[config.mk]
export PLATFORM = sky130hd
export DESIGN_NAME = x_result_fifo
export DESIGN_NICKNAME = d
export VERILOG_FILES = /design/src/rtl/x_result_fifo.sv
export SDC_FILE = /design/constraint.sdc
export NUM_CORES = 1
export LEC_CHECK = 0
export CELL_PAD_IN_SITES_DETAIL_PLACEMENT = 1
export CELL_PAD_IN_SITES_GLOBAL_PLACEMENT = 2
export CORE_AREA = 2 2 125 127
export DETAILED_ROUTE_END_ITERATION = 12
export DIE_AREA = 0 0 127 129
export GPL_TIMING_DRIVEN = 0
export PLACE_DENSITY_LB_ADDON = 0.1
export SLEW_MARGIN = 0
export SYNTH_ARGS = -nofsm -noshare
export SYNTH_HDL_FRONTEND = slang
export SYNTH_SLANG_ARGS = --single-unit
export TNS_END_PERCENT = 30
[constraint.sdc]
create_clock -name clk -period 2.1 [get_ports clk]
set_clock_uncertainty 0.05 [all_clocks]
set_input_delay 0.42 -clock clk [delete_from_list [all_inputs] [get_ports clk]]
set_output_delay 0.42 -clock clk [all_outputs]
set_load 0.005 [all_outputs]
[src/rtl/x_result_fifo.sv]
// x_result_fifo
// Capture buffer for the 33-bit `x` result of the test4 datapath. Results are
// held in a small first-word-fall-through FIFO with a valid/ready handshake so
// a slower consumer can drain them without stalling the producer every cycle.
// Every storage register loads only under an explicit enable, which lets the
// gating flow insert clock gates. Offers made while the buffer is full are
// dropped and recorded in a sticky overflow flag.
//
// Ports
//   clk        in   1      rising-edge clock
//   rst        in   1      asynchronous active-low reset
//   in_data    in   WIDTH  result word offered by the producer
//   in_valid   in   1      in_data is offered this cycle
//   in_ready   out  1      FIFO can accept a word this cycle
//   out_data   out  WIDTH  head-of-FIFO word, zero when empty
//   out_valid  out  1      out_data holds a valid word
//   out_ready  in   1      consumer takes out_data this cycle
//   count      out  AW+1   number of stored entries, 0..DEPTH
//   overflow   out  1      sticky: an offer was dropped because FIFO was full
//   ovf_clr    in   1      synchronous clear of overflow
module x_result_fifo #(
  parameter int WIDTH = 33,
  parameter int DEPTH = 4,
  parameter int AW    = $clog2(DEPTH)
) (
  input  logic             clk,
  input  logic             rst,
  input  logic [WIDTH-1:0] in_data,
  input  logic             in_valid,
  output logic             in_ready,
  output logic [WIDTH-1:0] out_data,
  output logic             out_valid,
  input  logic             out_ready,
  output logic [AW:0]      count,
  output logic             overflow,
  input  logic             ovf_clr
);

  localparam logic [AW:0] FULL_COUNT = (AW + 1)'(DEPTH);

  logic [WIDTH-1:0] mem_q [DEPTH];
  logic [AW-1:0]    wr_ptr_q, wr_ptr_d;
  logic [AW-1:0]    rd_ptr_q, rd_ptr_d;
  logic [AW:0]      count_q, count_d;
  logic             overflow_q, overflow_d;
  logic             push, pop, drop;

  // Flags come from the registered count only, so none of them depends
  // combinationally on in_valid or out_ready.
  assign in_ready  = (count_q != FULL_COUNT);
  assign out_valid = (count_q != '0);
  assign out_data  = out_valid ? mem_q[rd_ptr_q] : '0;
  assign count     = count_q;
  assign overflow  = overflow_q;

  // A full FIFO refuses words even when a pop happens in the same cycle.
  assign push = in_valid && in_ready;
  assign pop  = out_valid && out_ready;
  assign drop = in_valid && !in_ready;

  // Pointers wrap naturally at AW bits; occupancy is tracked by count alone.
  always_comb begin
    wr_ptr_d   = wr_ptr_q;
    rd_ptr_d   = rd_ptr_q;
    count_d    = count_q;
    overflow_d = overflow_q;
    if (push) begin
      wr_ptr_d = wr_ptr_q + AW'(1);
    end
    if (pop) begin
      rd_ptr_d = rd_ptr_q + AW'(1);
    end
    unique case ({push, pop})
      2'b10:   count_d = count_q + (AW + 1)'(1);
      2'b01:   count_d = count_q - (AW + 1)'(1);
      default: count_d = count_q;
    endcase
    // A new drop outranks a clear arriving in the same cycle.
    if (drop) begin
      overflow_d = 1'b1;
    end else if (ovf_clr) begin
      overflow_d = 1'b0;
    end
  end

  always_ff @(posedge clk or negedge rst) begin
    if (!rst) begin
      wr_ptr_q   <= '0;
      rd_ptr_q   <= '0;
      count_q    <= '0;
      overflow_q <= 1'b0;
    end else begin
      wr_ptr_q   <= wr_ptr_d;
      rd_ptr_q   <= rd_ptr_d;
      count_q    <= count_d;
      overflow_q <= overflow_d;
    end
  end

  // Storage is not reset; only the entry addressed by wr_ptr is enabled.
  always_ff @(posedge clk) begin
    for (int i = 0; i < DEPTH; i++) begin
      if (push && (wr_ptr_q == AW'(i))) begin
        mem_q[i] <= in_data;
      end
    end
  end

endmodule

==> flow_summary_export.csv, run 1 <==
group,metric,value,unit
worst_hold_path,hold_class,"input pin to asynchronous set/reset pin",
finish,layoutNonFillerInstCount,569,
sta,max_freq,0.412,GHz
outcome,status,"complete, but fails checks",
worst_setup_path,cp_common_cell,"buf_12",
logic_synthesis,synth_edf_count,132,
floorplanning,rows,45,
worst_setup_path,path_max_fanout,6,
worst_setup_path,endpoint_kind,"output port",
route,via_per_inst,4.75,
finish,utilization,0.500,
worst_setup_path,regToRegStartpoint,"count[0]$_DFFE_PN0P_",
route,via_count,2700,
floorplanning,dieArea,16400,um^2
logic_synthesis,postSynthAreaPerCell,21.8,um^2
route,drt_wl_total,11400,um
grt,grt_start_max_net_pins,34,
sta,finalCriticalPeriod,2430,ps
floorplanning,core,15000,um^2
clocking,cts_buffers,17,
sta,hold_viol_final,0,
finish,syn_to_final_growth,36.2,%
grt,overflow,0,
logic_synthesis,synth_xor_area_frac,0.00957,
finish,layout-drive-gt1-share,0.436,
sta,relSlewSlack,0.625,
route,wl_per_cell,20.0,um
logic_synthesis,postSynthCellCount,252,
route,drtIter0Drc,100,
worst_setup_path,max_stage_delay,530,ps
clocking,clkLatencyLatePin,410,ps
clocking,cts_tree,"yes",
route,drc_errors,0,
floorplanning,fp.dieH,129,um
place,dp_cells,518,
grt,grt_util_all_layers,0.149,
worst_setup_path,cp_slowest_cell,"mux4_2",
worst_setup_path,cp.required,1630,ps
power_and_ir_drop,p_per_area,1510,nW/um^2
power_and_ir_drop,ir_drop,0.696,mV
logic_synthesis,synthesis.nets,296,
sta,finalMaxSlewViolations,0,
route,drt_first_pass_iters,6,
finish,fin_area,7480,um^2
finish,nets,413,
place,io_buffers,76,
place,place.gp.congestion,0.648,
logic_synthesis,synth_compound_area_frac,0.000911,
clocking,cts.sinks,140,
finish,diodes,0,
worst_setup_path,path_class,"register to output port",
sta,rsz0062_at_grt,"true",
worst_setup_path,crit_arrival,1960,ps
logic_synthesis,yosysTopAreaCell,"edfxtp_1",
power_and_ir_drop,power.total,11.3,mW
logic_synthesis,ys_seq_area_frac,0.758,
place,postPlaceCellArea,6540,um^2
logic_synthesis,synth_top_family_by_area,"multiplexers",
logic_synthesis,synth-warning-count,0,
logic_synthesis,yosysUniqueCellTypes,23,
logic_synthesis,synth_top_cell_area_share,0.721,
grt,grt_pass1_wl,17200,um
logic_synthesis,synth.most_common_cell,"edfxtp_1",
clocking,h-tree-depth,4,
sta,setup_tns,-8890,ps
logic_synthesis,synthAdderAreaFrac,0.0150,
logic_synthesis,synthArstFlopShare,0.0571,
floorplanning,die-width,127,um
logic_synthesis,syn_area,5490,um^2
logic_synthesis,synth_commonest_cells,"edfxtp_1, and2_1, mux4_2",
sta,finalCritPeriodShare,1.16,
logic_synthesis,synth_area_leaders,"edfxtp_1, mux4_2, and2_1, dfrtp_1, mux4_1",
route,ant_nets,0,
place,dp_hpwl,6390,um
power_and_ir_drop,p_leak,2.67,nW
logic_synthesis,muxShareOfSynthArea,0.143,
sta,setup_viol,36,
clocking,clock_path_buffers,2,
sta,tightestPinTransition,562,ps
sta,setup_ws,-329,ps
worst_setup_path,start_kind,"register",
worst_setup_path,startpoint,"rd_ptr_q[0]$_DFFE_PN0P_",
floorplanning,io_pins,77,
logic_synthesis,yosys.area_share.simple,0.0492,
logic_synthesis,ys_seq_elements,140,
grt,grt_pass1_vias,3006,
logic_synthesis,synth_flop_cell,"edfxtp_1",
grt,antenna_found_initial,0,
outcome,failed_checks,"setup timing",
clocking,cts-root-buf,"clkbuf_16",
clocking,clk_pin_slew,50,ps
worst_setup_path,cp_cell_sequence,"buf_12 -> buf_8 -> buf_12 -> mux4_2 -> and2_4 -> buf_6",
floorplanning,initial_core_util,0.367,
flow_run,maxCapViolCount,0,
## routing by layer
metal,share of wire,global-route usage
met2,0.53,0.259
met4,0.019,0.0659
met3,0.048,0.0441
met5,0,0
met1,0.40,0.174
## cell usage in the layout, fill, tap and decap left out
cell type	n
nor2_1	1
xnor2_1	3
dfrtp_1	7
edfxtp_1	132
ha_4	1
nand3_1	1
clkinv_1	4
buf_16	2
inv_2	1
clkbuf_8	1
buf_6	29
clkdlybuf4s50_1	41
buf_4	12
or3_4	1
mux4_1	1
ha_1	4
dlymetal6s2s_1	1
nor3b_4	1
o21ai_0	1
clkinv_2	3
dfrtp_2	1
clkbuf_16	20
buf_12	8
clkbuf_1	4
xor2_1	3
and2_1	2
clkinvlp_4	3
buf_8	5
nand2_1	1
and2_4	34
fa_1	1
inv_1	7
and2_2	2
mux4_2	32
mux2_2	1
mux2i_1	1
buf_2	8
nor2b_4	1
## metrics by stage
| stage | setup slack, ps | hold WS [ps] |
|---|---|---|
| final | -329 | 245 |
| after global routing | -378 | 266 |
| after CTS | -359 | 252 |
| after detailed placement | -639 | 464 |
| after global placement | -1270 | 444 |
| after floorplan | -80.1 | 74.4 |
## kinds of logic (layout without fill, tap and decap cells)
group                    count (synthesis)  in the layout
multiplexers                            35             35
flip-flops                             140            140
AO/OA/AOI/OAI                            1              1
adder cells (fa/ha/maj)                  6              6
XOR/XNOR                                 6              6
buffers and inverters                   20            149
AND/OR/NAND/NOR                         44             44
## area by class of cell
cell class,instances,area [um^2]
buffer,10,178
clock buffer,21,440
clock inverter,10,52.6
fill,1347,7490
inverter,8,30.0
multi-input combinational,92,1300
sequential,140,4170
tap,188,235
timing repair buffer,100,1080
## power by group
part           total [mW]  internal, mW  switching (mW)
Sequential           3.89          3.71           0.179
Combinational        4.87          3.06            1.80
Clock                2.51          1.47            1.04
Total                11.3          8.25            3.02
## state kept, by name, indices dropped and copies added, names as in the netlist
register and cells:
rd_ptr_q 2, count 3, mem_q 132, wr_ptr_q 2
overflow 1
## what timing repair did
action,4_1_cts,5_1_grt
setup buffers,16,4
hold buffers,0,0
resized for setup,220,27
setup endpoints to repair,121,55
gates cloned,6,0
pin swaps,28,5
## worst max-delay path, delay by kind of cell (launching register included)
kind | cells | cell delay, ps
multiplexers | 1 | 530
buffers and inverters | 4 | 470
flip-flops | 1 | 370
AND/OR/NAND/NOR | 1 | 160
## path summary, 6_finish.rpt
check,end,slack (ps),depth (start not counted)
setup / recovery,out_data[26],-330,6
min in group clk,count[2]$_DFFE_PN0P_,480,1
hold reg to reg,count[2]$_DFFE_PN0P_,480,1
setup reg to reg,count[2]$_DFFE_PN0P_,-90,10
max in group asynchronous,rd_ptr_q[1]$_DFFE_PN0P_,1450,1
hold / removal,count[1]$_DFFE_PN0P_,240,1
(Power assumes the default switching activity.)
==> run 2, diff against run 1 <==
Settings changed: SETUP_SLACK_MARGIN set to 0.2.
==> run 2 against run 1 <==
  * The run still ends with setup timing left
  * Sequential share of layout area fell by 1.4 points
  * Sequential power hardly changed
  * Power rose by 3.9%
  * Hold slack improved by 15 ps
  * Routed wire length is 2.4% higher
  * Flip-flop and latch count unchanged
  * Critical endpoint is now out_data[20]
  * Largest power group unchanged
  * Highest routed layer unchanged
==> flow_summary_export.csv, run 2 (synthesized netlist as in run 1, its figures left out) <==
group,metric,value,unit
outcome,status,"complete, but fails checks",
outcome,failed_checks,"setup timing",
place,post-place-ws,-639,ps
route,drc_errors,0,
grt,grt_start_max_net_pins,34,
floorplanning,initial_core_util,0.367,
floorplanning,io_pins,77,
grt,grt_util_all_layers,0.153,
floorplanning,rows,45,
route,drt_first_pass_iters,4,
floorplanning,die-width,127,um
route,via_count,2753,
clocking,cts.sinks,140,
route,drtIter0Drc,92,
worst_hold_path,hold_class,"input pin to asynchronous set/reset pin",
sta,tightestPinTransition,542,ps
sta,finalMaxSlewViolations,0,
finish,diodes,0,
clocking,cts_tree,"yes",
sta,finalCritPeriodShare,1.17,
grt,grt_pass1_vias,3026,
flow_run,maxCapViolCount,0,
route,ant_nets,0,
finish,utilization,0.512,
finish,most-common-layout-cells,"edfxtp_1, buf_6, clkdlybuf4s50_1",
finish,multi_input_area,1320,um^2
sta,setup_tns,-9930,ps
worst_setup_path,crit_arrival,1990,ps
route,wl_per_cell,20.2,um
clocking,clk_pin_slew,50,ps
place,place.gp.congestion,0.648,
finish,seq_area,4160,um^2
clocking,clkLatencyLatePin,420,ps
power_and_ir_drop,ir_drop,0.702,mV
worst_setup_path,cpLargestDelayFamily,"buffers and inverters",
finish,top_register,"mem_q",
worst_setup_path,cp.required,1630,ps
floorplanning,dieArea,16400,um^2
clocking,clock_path_buffers,2,
clocking,cts_buffers,17,
power_and_ir_drop,p_leak,2.76,nW
clocking,hold_buffers,0,
finish,largest_reg_flops,132,
place,dp_hpwl,6390,um
worst_setup_path,path_max_fanout,6,
power_and_ir_drop,p_per_area,1530,nW/um^2
worst_setup_path,cp_slowest_cell,"mux4_2",
floorplanning,core,15000,um^2
power_and_ir_drop,power.total,11.7,mW
grt,overflow,0,
sta,setup_ws,-361,ps
worst_setup_path,cp_num_buf_inv,5,
finish,layout-drive-gt1-share,0.452,
worst_setup_path,start_kind,"register",
route,via_per_inst,4.77,
finish,n_fill_cell,1337,
worst_setup_path,endpoint_kind,"output port",
finish,final_common_cell,"edfxtp_1",
worst_setup_path,max_stage_delay,420,ps
sta,rsz0062_at_grt,"true",
worst_setup_path,path_class,"register to output port",
finish,syn_to_final_growth,39.6,%
route,drt_wl_total,11700,um
sta,relSlewSlack,0.639,
sta,finalCriticalPeriod,2460,ps
floorplanning,fp.dieH,129,um
clocking,h-tree-depth,4,
place,io_buffers,76,
sta,setup_viol,36,
finish,nets,421,
sta,max_freq,0.406,GHz
grt,grt_pass1_wl,17600,um
clocking,cts-root-buf,"clkbuf_16",
worst_setup_path,cp_cell_sequence,"buf_12 -> buf_6 -> buf_12 -> buf_16 -> mux4_2 -> and2_4 -> buf_6",
grt,antenna_found_initial,0,
sta,hold_viol_final,0,
-- run 2: cell count changes in the layout (fill, tap and decap cells not counted), sizes merged --
cell           change
clkdlybuf4s50      -1
and2               +1
buf                +5
dlymetal6s2s       +1
clkbuf             +2
-- run 2: power breakdown --
| part | switching [mW] | internal (mW) |
|---|---|---|
| Clock | 1.04 | 1.47 |
| Combinational | 1.93 | 3.40 |
| Sequential | 0.159 | 3.71 |
| Total | 3.13 | 8.58 |
-- run 2: final timing paths --
check                                        start                 endpoint  slack, ps  cells after the start
max                        rd_ptr_q[0]$_DFFE_PN0P_             out_data[20]       -360                      7
min                                            rst     overflow$_DFFE_PN0P_        260                      1
max reg2reg                   count[1]$_DFFE_PN0P_     count[2]$_DFFE_PN0P_       -130                     11
min reg2reg                   overflow$_DFFE_PN0P_     overflow$_DFFE_PN0P_        490                      2
max in group asynchronous                      rst  rd_ptr_q[1]$_DFFE_PN0P_       1440                      1
min in group clk              overflow$_DFFE_PN0P_     overflow$_DFFE_PN0P_        490                      2
-- run 2: metrics by stage --
| stage | hold WS [ps] | cells | cell area (um^2) |
|---|---|---|---|
| after floorplan | 74.4 | 252 | 5500 |
| after global placement | 444 | 516 | 6490 |
| after detailed placement | 464 | 518 | 6540 |
| after CTS | 252 | 573 | 7530 |
| after global routing | 275 | 577 | 7670 |
| final | 260 | 577 | 7670 |
-- run 2: cell type report --
type / count / share of cell area
buffer: 12 / 0.0258
tap: 188 / 0.0307
inverter: 8 / 0.00391
clock inverter: 10 / 0.00685
sequential: 140 / 0.543
clock buffer: 21 / 0.0574
multi-input combinational: 93 / 0.172
timing repair buffer: 105 / 0.161
-- run 2: per-layer routing --
| metal | wire length (um) | vias to the layer above | GRT usage | part of all wire |
|---|---|---|---|---|
| met5 | 0 | - | 0 | 0 |
| met1 | 4800 | 1428 | 0.181 | 0.41 |
| met4 | 217 | 0 | 0.0659 | 0.019 |
| li1 | - | 1248 | - | - |
| met3 | 530 | 14 | 0.0441 | 0.045 |
| met2 | 6130 | 63 | 0.263 | 0.52 |
-- run 2: what timing repair did --
action	4_1_cts	5_1_grt
gates resized for setup	229	31
cloned	7	0
pin swaps	31	9
setup buffers	17	4
endpoints found under the setup margin	164	118
